==> config.mk <==
export PLATFORM = sky130hd
export DESIGN_NAME = alu_iter
export DESIGN_NICKNAME = d
export VERILOG_FILES = /design/src/rtl/alu_iter.sv
export SDC_FILE = /design/constraint.sdc
export NUM_CORES = 1
export LEC_CHECK = 0
export ABC_AREA = 1
export BUFFER_PORTS_ARGS = -buffer_cell sky130_fd_sc_hd__buf_4
export CAP_MARGIN = 20
export CORE_UTILIZATION = 30
export DETAILED_ROUTE_END_ITERATION = 8
export HOLD_SLACK_MARGIN = 0.12
export PLACE_DENSITY = 0.57
export SYNTH_ARGS = -nofsm -noshare
export SYNTH_HDL_FRONTEND = slang
export SYNTH_SLANG_ARGS = --single-unit
==> constraint.sdc <==
create_clock -name clk -period 2.8 [get_ports clk]
set_input_delay 0.7 -clock clk [delete_from_list [all_inputs] [get_ports clk]]
set_output_delay 0.7 -clock clk [all_outputs]
set_load 0.05 [all_outputs]
==> src/rtl/alu_iter.sv <==
// Multi-cycle ALU: operand conditioning, add/and, iterative shift-add multiply
// and restoring divide, output inversion, with busy/done handshake and flags.
module alu_iter #(
  parameter int unsigned WIDTH = 8,
  parameter int unsigned CNT_W = $clog2(WIDTH + 1)
) (
  input  logic             clk,
  input  logic             rst,
  input  logic             start,
  input  logic [9:0]       ctrl,
  input  logic [WIDTH-1:0] a,
  input  logic [WIDTH-1:0] b,
  input  logic             carryin,
  input  logic             cmp_mode_wr,
  input  logic             sign_mode_wr,
  input  logic             mode_val,
  input  logic             oe,
  output logic             busy,
  output logic             done,
  output logic [WIDTH-1:0] aluout,
  output logic [WIDTH-1:0] remout,
  output logic             carryout,
  output logic             overout,
  output logic             zero,
  output logic             neg,
  output logic             div0,
  output logic             cmpo
);

  typedef enum logic [1:0] {
    S_IDLE = 2'd0,
    S_PREP = 2'd1,
    S_EXEC = 2'd2,
    S_POST = 2'd3
  } state_t;

  localparam logic [CNT_W-1:0] CNT_LOAD = CNT_W'(WIDTH);
  localparam logic [CNT_W-1:0] CNT_ONE  = CNT_W'(1);
  localparam logic [WIDTH-1:0] W_MIN    = {1'b1, {(WIDTH-1){1'b0}}};

  state_t             state_q, state_d;
  logic [9:0]         ctrl_q, ctrl_d;
  logic               ci_q, ci_d;
  logic               cmp_mode_q, cmp_mode_d;
  logic               signed_q, signed_d;
  logic [WIDTH-1:0]   ap_q, ap_d;
  logic [WIDTH-1:0]   bp_q, bp_d;
  logic               sa_q, sa_d;
  logic               sb_q, sb_d;
  logic [WIDTH-1:0]   md_q, md_d;
  logic [WIDTH-1:0]   lo_q, lo_d;
  logic [WIDTH:0]     hi_q, hi_d;
  logic [CNT_W-1:0]   cnt_q, cnt_d;
  logic [WIDTH-1:0]   res_q, res_d;
  logic [WIDTH-1:0]   rem_q, rem_d;
  logic               carry_q, carry_d;
  logic               over_q, over_d;
  logic               zero_q, zero_d;
  logic               neg_q, neg_d;
  logic               div0_q, div0_d;
  logic               done_q, done_d;
  logic               cmpo_q, cmpo_d;

  logic               is_mul, is_div, iter_op;
  logic [WIDTH-1:0]   ap_prep, bp_prep, a_mag, b_mag;
  logic [WIDTH:0]     mul_add, div_shift, div_trial, sum_w;
  logic [2*WIDTH-1:0] prod, prod_s;
  logic [WIDTH-1:0]   quo_s, rem_s, r_pre, r_fin;
  logic               b_zero, div_ovf, sum_carry, r_ovf;

  always_comb begin
    is_mul  = (ctrl_q[9:8] == 2'd2);
    is_div  = (ctrl_q[9:8] == 2'd3);
    iter_op = ctrl_q[9];

    ap_prep = (ctrl_q[0] ? {WIDTH{1'b0}} : ap_q) ^ {WIDTH{ctrl_q[1]}};
    bp_prep = (ctrl_q[2] ? {WIDTH{1'b0}} : bp_q) ^ {WIDTH{ctrl_q[3]}};
    a_mag   = (signed_q & iter_op & ap_prep[WIDTH-1]) ? -ap_prep : ap_prep;
    b_mag   = (signed_q & iter_op & bp_prep[WIDTH-1]) ? -bp_prep : bp_prep;

    mul_add   = hi_q + {1'b0, (lo_q[0] ? md_q : {WIDTH{1'b0}})};
    div_shift = {hi_q[WIDTH-1:0], lo_q[WIDTH-1]};
    div_trial = div_shift - {1'b0, md_q};

    sum_w = {1'b0, ap_q} + {1'b0, bp_q} + {{WIDTH{1'b0}}, ctrl_q[5]}
          + {{WIDTH{1'b0}}, cmp_mode_q & ctrl_q[7] & ci_q};
    sum_carry = ((ctrl_q[1] | ctrl_q[3]) & ctrl_q[5]) ? ~sum_w[WIDTH] : sum_w[WIDTH];

    // Iteration ran on magnitudes; restore signs here.
    prod    = {hi_q[WIDTH-1:0], lo_q};
    prod_s  = (signed_q & (sa_q ^ sb_q)) ? -prod : prod;
    quo_s   = (signed_q & (sa_q ^ sb_q)) ? -lo_q : lo_q;
    rem_s   = (signed_q & sa_q) ? -hi_q[WIDTH-1:0] : hi_q[WIDTH-1:0];
    b_zero  = (bp_q == '0);
    div_ovf = signed_q & (ap_q == W_MIN) & (bp_q == '1);

    case (ctrl_q[9:8])
      2'd0:    r_pre = sum_w[WIDTH-1:0];
      2'd1:    r_pre = ap_q & bp_q;
      2'd2:    r_pre = ctrl_q[6] ? prod_s[2*WIDTH-1:WIDTH] : prod_s[WIDTH-1:0];
      default: r_pre = b_zero ? {WIDTH{1'b1}} : quo_s;
    endcase
    r_fin = r_pre ^ {WIDTH{ctrl_q[4]}};

    case (ctrl_q[9:8])
      2'd2:    r_ovf = (prod_s[2*WIDTH-1:WIDTH] != {WIDTH{prod_s[WIDTH-1]}});
      2'd3:    r_ovf = div_ovf;
      default: r_ovf = (~r_fin[WIDTH-1] & ap_q[WIDTH-1] & bp_q[WIDTH-1])
                     | (r_fin[WIDTH-1] & ~ap_q[WIDTH-1] & ~bp_q[WIDTH-1]);
    endcase
  end

  always_comb begin
    state_d    = state_q;
    ctrl_d     = ctrl_q;
    ci_d       = ci_q;
    cmp_mode_d = cmp_mode_q;
    signed_d   = signed_q;
    ap_d       = ap_q;
    bp_d       = bp_q;
    sa_d       = sa_q;
    sb_d       = sb_q;
    md_d       = md_q;
    lo_d       = lo_q;
    hi_d       = hi_q;
    cnt_d      = cnt_q;
    res_d      = res_q;
    rem_d      = rem_q;
    carry_d    = carry_q;
    over_d     = over_q;
    zero_d     = zero_q;
    neg_d      = neg_q;
    div0_d     = div0_q;
    done_d     = 1'b0;
    cmpo_d     = 1'b0;

    case (state_q)
      S_IDLE: begin
        if (cmp_mode_wr)  cmp_mode_d = mode_val;
        if (sign_mode_wr) signed_d   = mode_val;
        if (start) begin
          ctrl_d  = ctrl;
          ap_d    = a;
          bp_d    = b;
          ci_d    = carryin;
          state_d = S_PREP;
        end
      end
      S_PREP: begin
        ap_d  = ap_prep;
        bp_d  = bp_prep;
        sa_d  = ap_prep[WIDTH-1];
        sb_d  = bp_prep[WIDTH-1];
        hi_d  = '0;
        cnt_d = CNT_LOAD;
        if (is_div) begin
          lo_d = a_mag;
          md_d = b_mag;
        end else begin
          lo_d = b_mag;
          md_d = a_mag;
        end
        state_d = S_EXEC;
      end
      S_EXEC: begin
        // Iterative ops leave one cycle after the counter empties.
        if (!iter_op || cnt_q == '0) begin
          state_d = S_POST;
        end else begin
          cnt_d = cnt_q - CNT_ONE;
          if (is_mul) begin
            hi_d = {1'b0, mul_add[WIDTH:1]};
            lo_d = {mul_add[0], lo_q[WIDTH-1:1]};
          end else if (!div_trial[WIDTH]) begin
            hi_d = div_trial;
            lo_d = {lo_q[WIDTH-2:0], 1'b1};
          end else begin
            hi_d = div_shift;
            lo_d = {lo_q[WIDTH-2:0], 1'b0};
          end
        end
      end
      S_POST: begin
        res_d   = r_fin;
        rem_d   = is_div ? (b_zero ? ap_q : rem_s) : '0;
        carry_d = (ctrl_q[9:8] == 2'd0) & sum_carry;
        over_d  = r_ovf;
        zero_d  = (r_fin == '0);
        neg_d   = r_fin[WIDTH-1];
        div0_d  = is_div & b_zero;
        done_d  = 1'b1;
        cmpo_d  = ctrl_q[7];
        state_d = S_IDLE;
      end
      default: state_d = S_IDLE;
    endcase
  end

  always_ff @(posedge clk) begin
    if (rst) begin
      state_q    <= S_IDLE;
      ctrl_q     <= '0;
      ci_q       <= 1'b0;
      cmp_mode_q <= 1'b0;
      signed_q   <= 1'b0;
      ap_q       <= '0;
      bp_q       <= '0;
      sa_q       <= 1'b0;
      sb_q       <= 1'b0;
      md_q       <= '0;
      lo_q       <= '0;
      hi_q       <= '0;
      cnt_q      <= '0;
      res_q      <= '0;
      rem_q      <= '0;
      carry_q    <= 1'b0;
      over_q     <= 1'b0;
      zero_q     <= 1'b0;
      neg_q      <= 1'b0;
      div0_q     <= 1'b0;
      done_q     <= 1'b0;
      cmpo_q     <= 1'b0;
    end else begin
      state_q    <= state_d;
      ctrl_q     <= ctrl_d;
      ci_q       <= ci_d;
      cmp_mode_q <= cmp_mode_d;
      signed_q   <= signed_d;
      ap_q       <= ap_d;
      bp_q       <= bp_d;
      sa_q       <= sa_d;
      sb_q       <= sb_d;
      md_q       <= md_d;
      lo_q       <= lo_d;
      hi_q       <= hi_d;
      cnt_q      <= cnt_d;
      res_q      <= res_d;
      rem_q      <= rem_d;
      carry_q    <= carry_d;
      over_q     <= over_d;
      zero_q     <= zero_d;
      neg_q      <= neg_d;
      div0_q     <= div0_d;
      done_q     <= done_d;
      cmpo_q     <= cmpo_d;
    end
  end

  assign busy     = (state_q != S_IDLE);
  assign done     = done_q;
  assign aluout   = oe ? res_q : '0;
  assign remout   = oe ? rem_q : '0;
  assign carryout = carry_q;
  assign overout  = over_q;
  assign zero     = zero_q;
  assign neg      = neg_q;
  assign div0     = div0_q;
  assign cmpo     = cmpo_q;

endmodule

== After elaboration in Yosys (flattened, before gate mapping) ==
Index checks and enable logic that the tools add are counted.

* Add/subtract/negate cells: 11
* Eq/ne operators: 12
* Multiplexer cells: 37
* Bitwise logic cells: 28
* Reductions and logical operators: 17

{| class="wikitable"
|+ Operator list
! cell !! number
|-
| 2-to-1 mux 8 bit || 19
|-
| case mux 8 bit (2 select lines) || 3
|-
| negator 8 bit || 4
|-
| 2-to-1 mux 9 bit || 3
|-
| case mux 8 bit (3 select lines) || 1
|-
| bitwise XOR 8 bit || 3
|-
| adder 9 x 1 -> 9 bit || 2
|-
| case mux 9 bit (2 select lines) || 1
|-
| AND 1 bit || 16
|-
| == test 8 bit, second input constant || 2
|-
| zero test 8 bit || 2
|-
| 2-to-1 mux 16 bit || 1
|-
| negator 16 bit || 1
|-
| AND reduction 2 bit || 6
|-
| adder 8 x 8 -> 9 bit || 1
|-
| adder 9 x 8 -> 9 bit || 1
|-
| subtractor 9 x 8 -> 9 bit || 1
|-
| AND 8 bit || 1
|-
| == test 2 bit, second input constant || 4
|-
| != test 8 bit || 1
|-
| case mux 2 bit (4 select lines) || 1
|-
| case mux 4 bit (2 select lines) || 1
|-
| != test 2 bit, second input constant || 3
|-
| nonzero test 2 bit || 3
|-
| other kinds (14) || 24
|}

* Bits in registers: 85
* Bits of input ports: 34
* Output and inout port bits: 24
* Logic and storage cells: 127

== Logic depth before layout (Yosys ltp) ==
Gate-level depths: netlist of the first run.

* Depth after elaboration: 11
* Gate-level depth with buffers: 19
* Mapped depth without buffers: 19

== Least setup slack after synthesis of the first run ==
Ideal clock, no wire load.

* Path kind: register -> register
* From: reg lo_q[7]
* To: reg hi_q[2]
* Library setup time: 128 ps
* Arrival: 2579 ps
* Required time: 2672 ps
* Path slack: 93 ps
* Cell stages (with the launch flop): 17
* Path buffers: 1
* Period minus slack after synthesis: 2707 ps
* Cell sequence: dfxtp_1 -> inv_1 -> ha_1 -> inv_1 -> fa_1 -> nand3_1 -> nand3_1 -> nand2_1 -> nand2_1 -> a21oi_1 -> o21ai_0 -> a21o_1 -> ha_1 -> clkbuf_1 -> o211ai_1 -> a32oi_1 -> nor2_1

* Longest elaborated chain between the ends: 5

{| class="wikitable"
|+ RTL lines
! what !! RTL line !! text
|-
| from (decl) || 51 || <nowiki>logic [WIDTH-1:0] lo_q, lo_d;</nowiki>
|-
| from (signal assigned) || 234 || <nowiki>lo_q <= lo_d;</nowiki>
|-
| subtractor 9 x 8 -> 9 bit || 83 || <nowiki>div_trial = div_shift - {1'b0, md_q};</nowiki>
|-
| 2-to-1 mux 9 bit || 174 || <nowiki>end else if (!div_trial[WIDTH]) begin</nowiki>
|-
| 2-to-1 mux 9 bit || 171 || <nowiki>if (is_mul) begin</nowiki>
|-
| 2-to-1 mux 9 bit || 167 || <nowiki>if (!iter_op || cnt_q == '0) begin</nowiki>
|-
| case mux 9 bit (2 select lines) || 137 || <nowiki>case (state_q)</nowiki>
|-
| to (signal assigned) || 235 || <nowiki>hi_q <= hi_d;</nowiki>
|-
| to (decl) || 52 || <nowiki>logic [WIDTH:0] hi_q, hi_d;</nowiki>
|}

No other way between the ends. The select of a mux whose other input is x is not followed.
A chain may end at the register's enable or synchronous reset.

== Final worst setup path of the first run ==
* From: reg ci_q
* To: reg zero_q (netlist: zero)

* Longest elaborated chain between the ends: 5

{| class="wikitable"
|+ RTL lines
! what !! RTL line !! text
|-
| from (decl) || 43 || <nowiki>logic ci_q, ci_d;</nowiki>
|-
| from (signal assigned) || 226 || <nowiki>ci_q <= ci_d;</nowiki>
|-
| AND 1 bit || 86 || <nowiki>+ {{WIDTH{1'b0}}, cmp_mode_q & ctrl_q[7] & ci_q};</nowiki>
|-
| adder 9 x 1 -> 9 bit || 86 ||
|-
| case mux 8 bit (3 select lines) || 97 || <nowiki>case (ctrl_q[9:8])</nowiki>
|-
| bitwise XOR 8 bit || 103 || <nowiki>r_fin = r_pre ^ {WIDTH{ctrl_q[4]}};</nowiki>
|-
| zero test 8 bit || 188 || <nowiki>zero_d = (r_fin == '0);</nowiki>
|-
| to (signal assigned) || 241 || <nowiki>zero_q <= zero_d;</nowiki>
|-
| to (decl) || 58 || <nowiki>logic zero_q, zero_d;</nowiki>
|}

No other way between the ends.

==> results of run 1 <==
stage by stage:
step | setup TNS, ns | hold WS, ns
after detailed placement | 0 | 0.443
after global placement | 0 | 0.438
after global routing | -0.104 | 0.482
after floorplan | 0 | 0.422
after CTS | 0 | 0.451
final | 0 | 0.454
flip-flops by register name (all words and copies together), names as in the netlist, 2 cells and up:
name / cells
ctrl_q: 10
hi_q: 9
res_q: 8
cnt_q: 4
ap_q: 8
bp_q: 8
md_q: 8
lo_q: 8
rem_q: 8
state_q: 2
kinds of logic (layout without fill, tap and decap cells):
family	count (synthesis)	in the layout	synth area share, %
flops	84	84	24.9
buf+inv	194	270	11.1
compound gates	252	252	20.8
fa+ha+maj	46	46	8.97
simple gates	506	506	31.3
xor+xnor	20	20	2.59
mux	2	2	0.297
cells in the mapped netlist (5+ instances only):
| cell type | instances |
|---|---|
| sky130_fd_sc_hd__buf_2 | 9 |
| sky130_fd_sc_hd__inv_1 | 142 |
| sky130_fd_sc_hd__nand4_1 | 10 |
| sky130_fd_sc_hd__xor2_1 | 18 |
| sky130_fd_sc_hd__clkinv_1 | 6 |
| sky130_fd_sc_hd__clkbuf_1 | 31 |
| sky130_fd_sc_hd__o221ai_1 | 5 |
| sky130_fd_sc_hd__o21ai_0 | 112 |
| sky130_fd_sc_hd__nand2_1 | 295 |
| sky130_fd_sc_hd__nor2_1 | 73 |
| sky130_fd_sc_hd__nand3_1 | 100 |
| sky130_fd_sc_hd__nor3_1 | 10 |
| sky130_fd_sc_hd__dfxtp_1 | 84 |
| sky130_fd_sc_hd__ha_1 | 42 |
| sky130_fd_sc_hd__a21oi_1 | 75 |
| sky130_fd_sc_hd__o211ai_1 | 18 |
| sky130_fd_sc_hd__a31oi_1 | 27 |
report_power, final:
group,switching (mW),internal [mW]
Combinational,3.39,1.83
Sequential,0.417,1.51
Clock,0.575,0.705
Total,4.38,4.05
worst min-delay path by stage:
stage / from / end / slack [ns] / cells past startpoint
detailed placement: cnt_q[0] / cnt_q[0] / 0.44 / 1
CTS: cnt_q[0] / cnt_q[0] / 0.45 / 1
global placement: cnt_q[0] / cnt_q[0] / 0.44 / 1
finish: cnt_q[0] / cnt_q[0] / 0.45 / 1
floorplan: cnt_q[0] / cnt_q[0] / 0.42 / 1
global route: div0 / div0 / 0.48 / 2
cell type report:
type                       count  share of cell area, %
multi-input combinational    826                   54.1
sequential                    84                   20.9
timing repair buffer         103                   9.80
inverter                     151                   7.04
tap                          280                   4.35
clock buffer                   9                   2.80
clock inverter                 7                   1.01
per-layer routing:
layer	track usage, %	share of wire (%)	wire length, um
met5	0	0	0
met4	6.07	2.0	448
met3	2.94	6.1	1370
met2	31.5	45	10100
met1	27.1	47	10600
repair_timing:
action / CTS / global route
gates resized for setup: 2 / 13
buffers inserted: 0 / 2
gates cloned: 0 / 0
setup endpoints to repair: 2 / 12
pin swaps: 0 / 5
==> qor.txt, run 1 <==
=======================================================================================
Tightest slew margin relative to the limit ...............................        59.4%
Achievable frequency .....................................................    0.381 GHz
Routability-driven placement congestion ratio ............................        0.919
Maximum single-stage delay on the critical path ..........................      0.44 ns
Antenna-violating nets left ..............................................            0
Sequential area share after synthesis ....................................        24.9%
Number of unique standard cell types used by synthesis ...................           45
Clock tree buffer depth ..................................................            2
Total of hold buffers inserted after clock tree synthesis ................            0
Count of flip-flops with a built-in enable after synthesis ...............            0
Crit Path Class .......................................................... flop to flop
Overall track demand over capacity in global routing .....................        19.7%
Number of placed cells counting well taps ................................         1442
Number of cells on the worst reg-to-reg path .............................           19
Crit share post-route ....................................................        93.7%
Antenna violations before repair .........................................            0
Floorplan Core Area ......................................................  22000 sq um
Area fraction of the dominant cell type after synthesis ..................        24.9%
Number of buffers inserted during clock tree synthesis ...................            9
R2r endpoint .............................................................         zero
Highest-count cells in the layout ignoring fill and taps ................. sky130_fd_sc_hd__nand2_1, sky130_fd_sc_hd__inv_1, sky130_fd_sc_hd__o21ai_0
Pin count of the biggest net entering global routing .....................           39
Vias post-DR .............................................................         7469
Mapped Nets ..............................................................         1184
Post-synth ARST share ....................................................           0%
Register-to-register path setup slack ....................................      0.18 ns
Non-Filler Instances .....................................................         1460
Largest cells by area after synthesis .................................... sky130_fd_sc_hd__dfxtp_1, sky130_fd_sc_hd__nand2_1, sky130_fd_sc_hd__o21ai_0
Yosys Warn Count .........................................................            0
Shortest clock period the worst path allows after layout .................      2.62 ns
Number of violations reported at the end of detailed-routing iteration 0 .          584
Initial standard-cell utilization of the core ............................        30.7%
CP Buf/Inv Count .........................................................            1
Port Buf Inserts .........................................................           57
Pwr Total ................................................................      8.43 mW
Prevailing post-synth register cell ...................................... sky130_fd_sc_hd__dfxtp_1
Die area .................................................................  23100 sq um
Most used cell, CP ....................................................... sky130_fd_sc_hd__nand2_1
Dpl ws ...................................................................    0.0136 ns
Number of clock sinks ....................................................           84
Final design instance area without fill ..................................   8060 sq um
Violated checks ..........................................................          DRC
CP cell instances ........................................................ and3_1 > fa_1 > ha_2 > fa_2 > nand2_1 > nand3_2 > nand2_1 > nand2_1 > o21ai_2 > inv_1 > nand2_1 > nand2_1 > nand2_1 > nand2_1 > nor2_1 > nand2_1 > nor2_1 > nand2_1 > a21oi_2
Leak .....................................................................      3.88 nW
Least-Margin Pin Slew ....................................................     0.607 ns
Hold Path Class .......................................................... flop to flop
Final-report setup violation count .......................................            0
Wire length reported by the detailed router ..............................     22500 um
Skew-Pair Late Insertion Delay ...........................................      0.36 ns
Final Worst Setup Slack ..................................................     0.178 ns
Number of cells on the critical path .....................................           19
Worst setup EP type ......................................................         flop
Vias in the first global route ...........................................         6742
Netlist Area Pre-Place ...................................................   6750 sq um
CTS HTree Levels .........................................................            3
Multi-input logic area ...................................................   4360 sq um
Slew Limit Fails .........................................................            0
Clock-pin transition on the worst setup and hold timing paths ............      0.07 ns
Type of origin of the critical path ......................................         flop
Crit-path leading delay family ...........................................  adder cells
Reported max-cap violation count .........................................            0
Total overflow reported by the global router .............................            0
Share of the core filled with cells in the final layout ..................        36.7%
Synth-to-layout area growth ..............................................        19.3%
Gate Count Post-Synth ....................................................         1104
Die Ht ...................................................................       152 um
Io pins ..................................................................           58
Sequential cell area .....................................................   1680 sq um
Die Span X ...............................................................       152 um
Number of synthesized register bits ......................................           84
Critical Path Fanout Max .................................................            3
Total power per unit cell area ........................................... 1050 nW/um^2
Critical path endpoint ...................................................         zero
Final-report hold violation count ........................................            0
Unrepaired setup endpoints after global routing ..........................          yes
Most common cell after layout, fill and taps aside ....................... sky130_fd_sc_hd__nand2_1
Average detailed-routed wire length per instance .........................      15.4 um
Antenna diode count ......................................................            0
TritonCTS clock tree .....................................................          yes
Worst Skew ...............................................................    0.0131 ns
Data arrival time of the worst path ......................................      2.92 ns
Clock root buffer ........................................................ sky130_fd_sc_hd__clkbuf_16
Fin nets .................................................................         1255
Top cell type by total area after synthesis .............................. sky130_fd_sc_hd__dfxtp_1
Remaining design rule violation count ....................................            2
Filler Cell Count ........................................................         2428
DRT Pass-1 Iters .........................................................            7
Avg Vias per Cell ........................................................         5.12
Start point of the critical path .........................................         ci_q
Worst vdd ir .............................................................   0.000483 V
Synthesized area per cell ................................................   6.12 sq um
First-pass GRT wire length ...............................................     36000 um
Fraction of final layout cells sized beyond drive strength 1 .............        11.9%
DP Wirelength ............................................................     17800 um
Req. time, crit path .....................................................      3.10 ns
Outcome .................................................................. finished with violations
Crit Reg-Reg Startpoint ..................................................         ci_q
Placed inst area .........................................................   7690 sq um
Standard cell with the maximum stage delay on the critical path .......... sky130_fd_sc_hd__fa_1
Floorplan row count ......................................................           54
=======================================================================================
(Power assumes the default switching activity.)
==> run 2: changes to the inputs <==
ABC_CLOCK_PERIOD_IN_PS = 2800   (was not set)
CTS_CLUSTER_DIAMETER = 120   (was not set)
PLACE_DENSITY = 0.51   (was 0.57)
==> run 2 against run 1 <==
- the run still ends with DRC left
- wire length up 3.3%
- worst hold slack about the same
- total power up 1.3%
- sequential power about the same
- final area up 0.85%
- non-clock buffer count down 2
- first-iteration DRC count down 4.6%
- critical endpoint unchanged
- largest power group unchanged
==> qor.txt, run 2 (synthesis gave the netlist of run 1 again) <==
=======================================================================================
Outcome .................................................................. finished with violations
Violated checks ..........................................................          DRC
Number of placed cells counting well taps ................................         1439
Critical Path Fanout Max .................................................            3
Die area .................................................................  23100 sq um
Reported max-cap violation count .........................................            0
Clock root buffer ........................................................ sky130_fd_sc_hd__clkbuf_16
Worst vdd ir .............................................................   0.000621 V
Slew Limit Fails .........................................................            0
Routed metal-1 wirelength ................................................     10900 um
Pin count of the biggest net entering global routing .....................           39
Number of clock sinks ....................................................           84
Total overflow reported by the global router .............................            0
Minimum hold slack .......................................................     0.454 ns
Worst hold path endpoint .................................................     cnt_q[0]
Req. time, crit path .....................................................      3.08 ns
Clk pwr share ............................................................        14.9%
Synth-to-layout area growth ..............................................        20.3%
Final-report setup violation count .......................................            0
Type of origin of the critical path ......................................         flop
Highest-count cells in the layout ignoring fill and taps ................. sky130_fd_sc_hd__nand2_1, sky130_fd_sc_hd__inv_1, sky130_fd_sc_hd__o21ai_0
Skew-Pair Late Insertion Delay ...........................................      0.36 ns
Io pins ..................................................................           58
TritonCTS clock tree .....................................................          yes
Wire length on met2 ......................................................     10400 um
Avg Vias per Cell ........................................................         5.05
R2r endpoint .............................................................         zero
Number of cells on the worst reg-to-reg path .............................           19
Vias post-DR .............................................................         7361
Number of violations reported at the end of detailed-routing iteration 0 .          557
Max layer used ...........................................................         met4
Least-Margin Pin Slew ....................................................     0.659 ns
Initial standard-cell utilization of the core ............................        30.7%
Antenna diode count ......................................................            0
Worst setup EP type ......................................................         flop
Routability-driven placement congestion ratio ............................        0.927
Registers with the highest flip-flop counts .............................. ctrl_q: 10 flops, hi_q: 9 flops
First-pass GRT wire length ...............................................     36700 um
Hold Path Class .......................................................... flop to flop
Switching portion of total power .........................................        51.6%
Worst Min Path Start .....................................................     cnt_q[0]
Number of flip-flops under the largest register name .....................           10
Overall track demand over capacity in global routing .....................        20.2%
Port Buf Inserts .........................................................           57
Worst Skew ...............................................................   0.00927 ns
Leak .....................................................................      3.89 nW
Shortest clock period the worst path allows after layout .................      2.66 ns
Fin nets .................................................................         1253
Crit Path Class .......................................................... flop to flop
Vias in the first global route ...........................................         6867
Unrepaired setup endpoints after global routing ..........................          yes
Non-Filler Instances .....................................................         1458
CTS HTree Levels .........................................................            3
Crit Reg-Reg Startpoint ..................................................         ci_q
Total power per unit cell area ........................................... 1050 nW/um^2
Number of buffers inserted during clock tree synthesis ...................            9
Number of stages on the worst hold path ..................................            1
Die Ht ...................................................................       152 um
Net load switching power .................................................      4.41 mW
Total of hold buffers inserted after clock tree synthesis ................            0
Data arrival time of the worst path ......................................      2.94 ns
Portion of total power attributed to sequential cells ....................        22.8%
Part of the total power dissipated in combinational logic ................        62.3%
Internal power ...........................................................      4.14 mW
Register-to-register path setup slack ....................................      0.14 ns
Average detailed-routed wire length per instance .........................      15.9 um
Clock-pin transition on the worst setup and hold timing paths ............      0.07 ns
Filler Cell Count ........................................................         2441
Remaining design rule violation count ....................................            4
Achievable frequency .....................................................    0.376 GHz
Die Span X ...............................................................       152 um
Antenna-violating nets left ..............................................            0
Crit share post-route ....................................................        94.9%
Final-report hold violation count ........................................            0
Antenna violations before repair .........................................            0
DRT Pass-1 Iters .........................................................            7
Length of routed met3 wiring .............................................      1370 um
Most common cell after layout, fill and taps aside ....................... sky130_fd_sc_hd__nand2_1
Tightest slew margin relative to the limit ...............................        56.0%
Wire length reported by the detailed router ..............................     23200 um
Clock tree buffer depth ..................................................            2
DP Wirelength ............................................................     18300 um
Fraction of final layout cells sized beyond drive strength 1 .............        13.7%
Floorplan row count ......................................................           54
Reg with most FFs ........................................................       ctrl_q
Floorplan Core Area ......................................................  22000 sq um
=======================================================================================
[run 2: how the worst max path moves through the flow]
stage                    to  depth (start not counted)    start  slack, ns
floorplan           hi_q[2]                         16  lo_q[7]       0.09
global placement       zero                         19     ci_q       0.06
detailed placement  hi_q[2]                         17  lo_q[7]       0.02
CTS                 hi_q[2]                         17  lo_q[7]      0.005
global route           zero                         19     ci_q      -0.03
finish                 zero                         19     ci_q       0.14
[run 2: metal layers]
layer | up-vias | GRT usage, %
met2 | 190 | 32.5
met4 | 0 | 6.46
met5 | - | 0
met3 | 36 | 4.54
li1 | 3795 | -
met1 | 3340 | 26.8
[run 2: worst max-delay path: stages (launching register included)]
cell                      delay [ns]
sky130_fd_sc_hd__dfxtp_2        0.32
sky130_fd_sc_hd__and3_4         0.17
sky130_fd_sc_hd__fa_1           0.43
sky130_fd_sc_hd__ha_2           0.20
sky130_fd_sc_hd__fa_2           0.40
sky130_fd_sc_hd__nand2_2        0.08
sky130_fd_sc_hd__nand3_2        0.06
sky130_fd_sc_hd__nand2_1        0.06
sky130_fd_sc_hd__nand2_1        0.05
sky130_fd_sc_hd__o21ai_1        0.13
sky130_fd_sc_hd__inv_1          0.06
sky130_fd_sc_hd__nand2_2        0.07
sky130_fd_sc_hd__nand2_1        0.05
sky130_fd_sc_hd__nand2_1        0.06
sky130_fd_sc_hd__nand2_2        0.06
sky130_fd_sc_hd__nor2_2         0.09
sky130_fd_sc_hd__nand2_1        0.05
sky130_fd_sc_hd__nor2_1         0.08
sky130_fd_sc_hd__nand2_1        0.07
sky130_fd_sc_hd__a21oi_2        0.10
[run 2: layout make-up]
| class | instances | area [sq um] | area share (%) |
|---|---|---|---|
| sequential | 84 | 1690 | 20.8 |
| tap | 280 | 350 | 4.31 |
| multi-input combinational | 826 | 4430 | 54.5 |
| clock inverter | 5 | 58.8 | 0.724 |
| inverter | 151 | 567 | 6.98 |
| timing repair buffer | 101 | 782 | 9.63 |
| clock buffer | 11 | 253 | 3.11 |
[run 2: timing repair]
action,in CTS,in global routing
gates resized for setup,0,38
setup endpoints to repair,0,14
buffers inserted,0,2
hold endpoints to repair,0,0
[run 2: power by group through the flow]
stage          clock, mW  sequential, mW  combinational [mW]
2_1_floorplan          0            1.81                3.54
3_3_place_gp           0            1.95                5.03
3_5_place_dp           0            1.95                5.03
4_1_cts             1.31            1.93                5.06
5_1_grt             1.36            1.99                6.00
6_report            1.27            1.95                5.32
[run 2: stage by stage]
stage | util [%] | setup TNS [ns] | cell area [sq um] | setup slack, ns | total power [mW]
2_1_floorplan | - | 0 | 6750 | 0.0933 | 5.35
3_3_place_gp | 34.9 | 0 | 7670 | 0.0642 | 6.98
3_5_place_dp | 34.9 | 0 | 7670 | 0.0213 | 6.99
4_1_cts | 36.3 | 0 | 7980 | 0.00508 | 8.30
5_1_grt | 37.0 | -0.0622 | 8120 | -0.0346 | 9.35
6_report | 37.0 | 0 | 8120 | 0.143 | 8.54
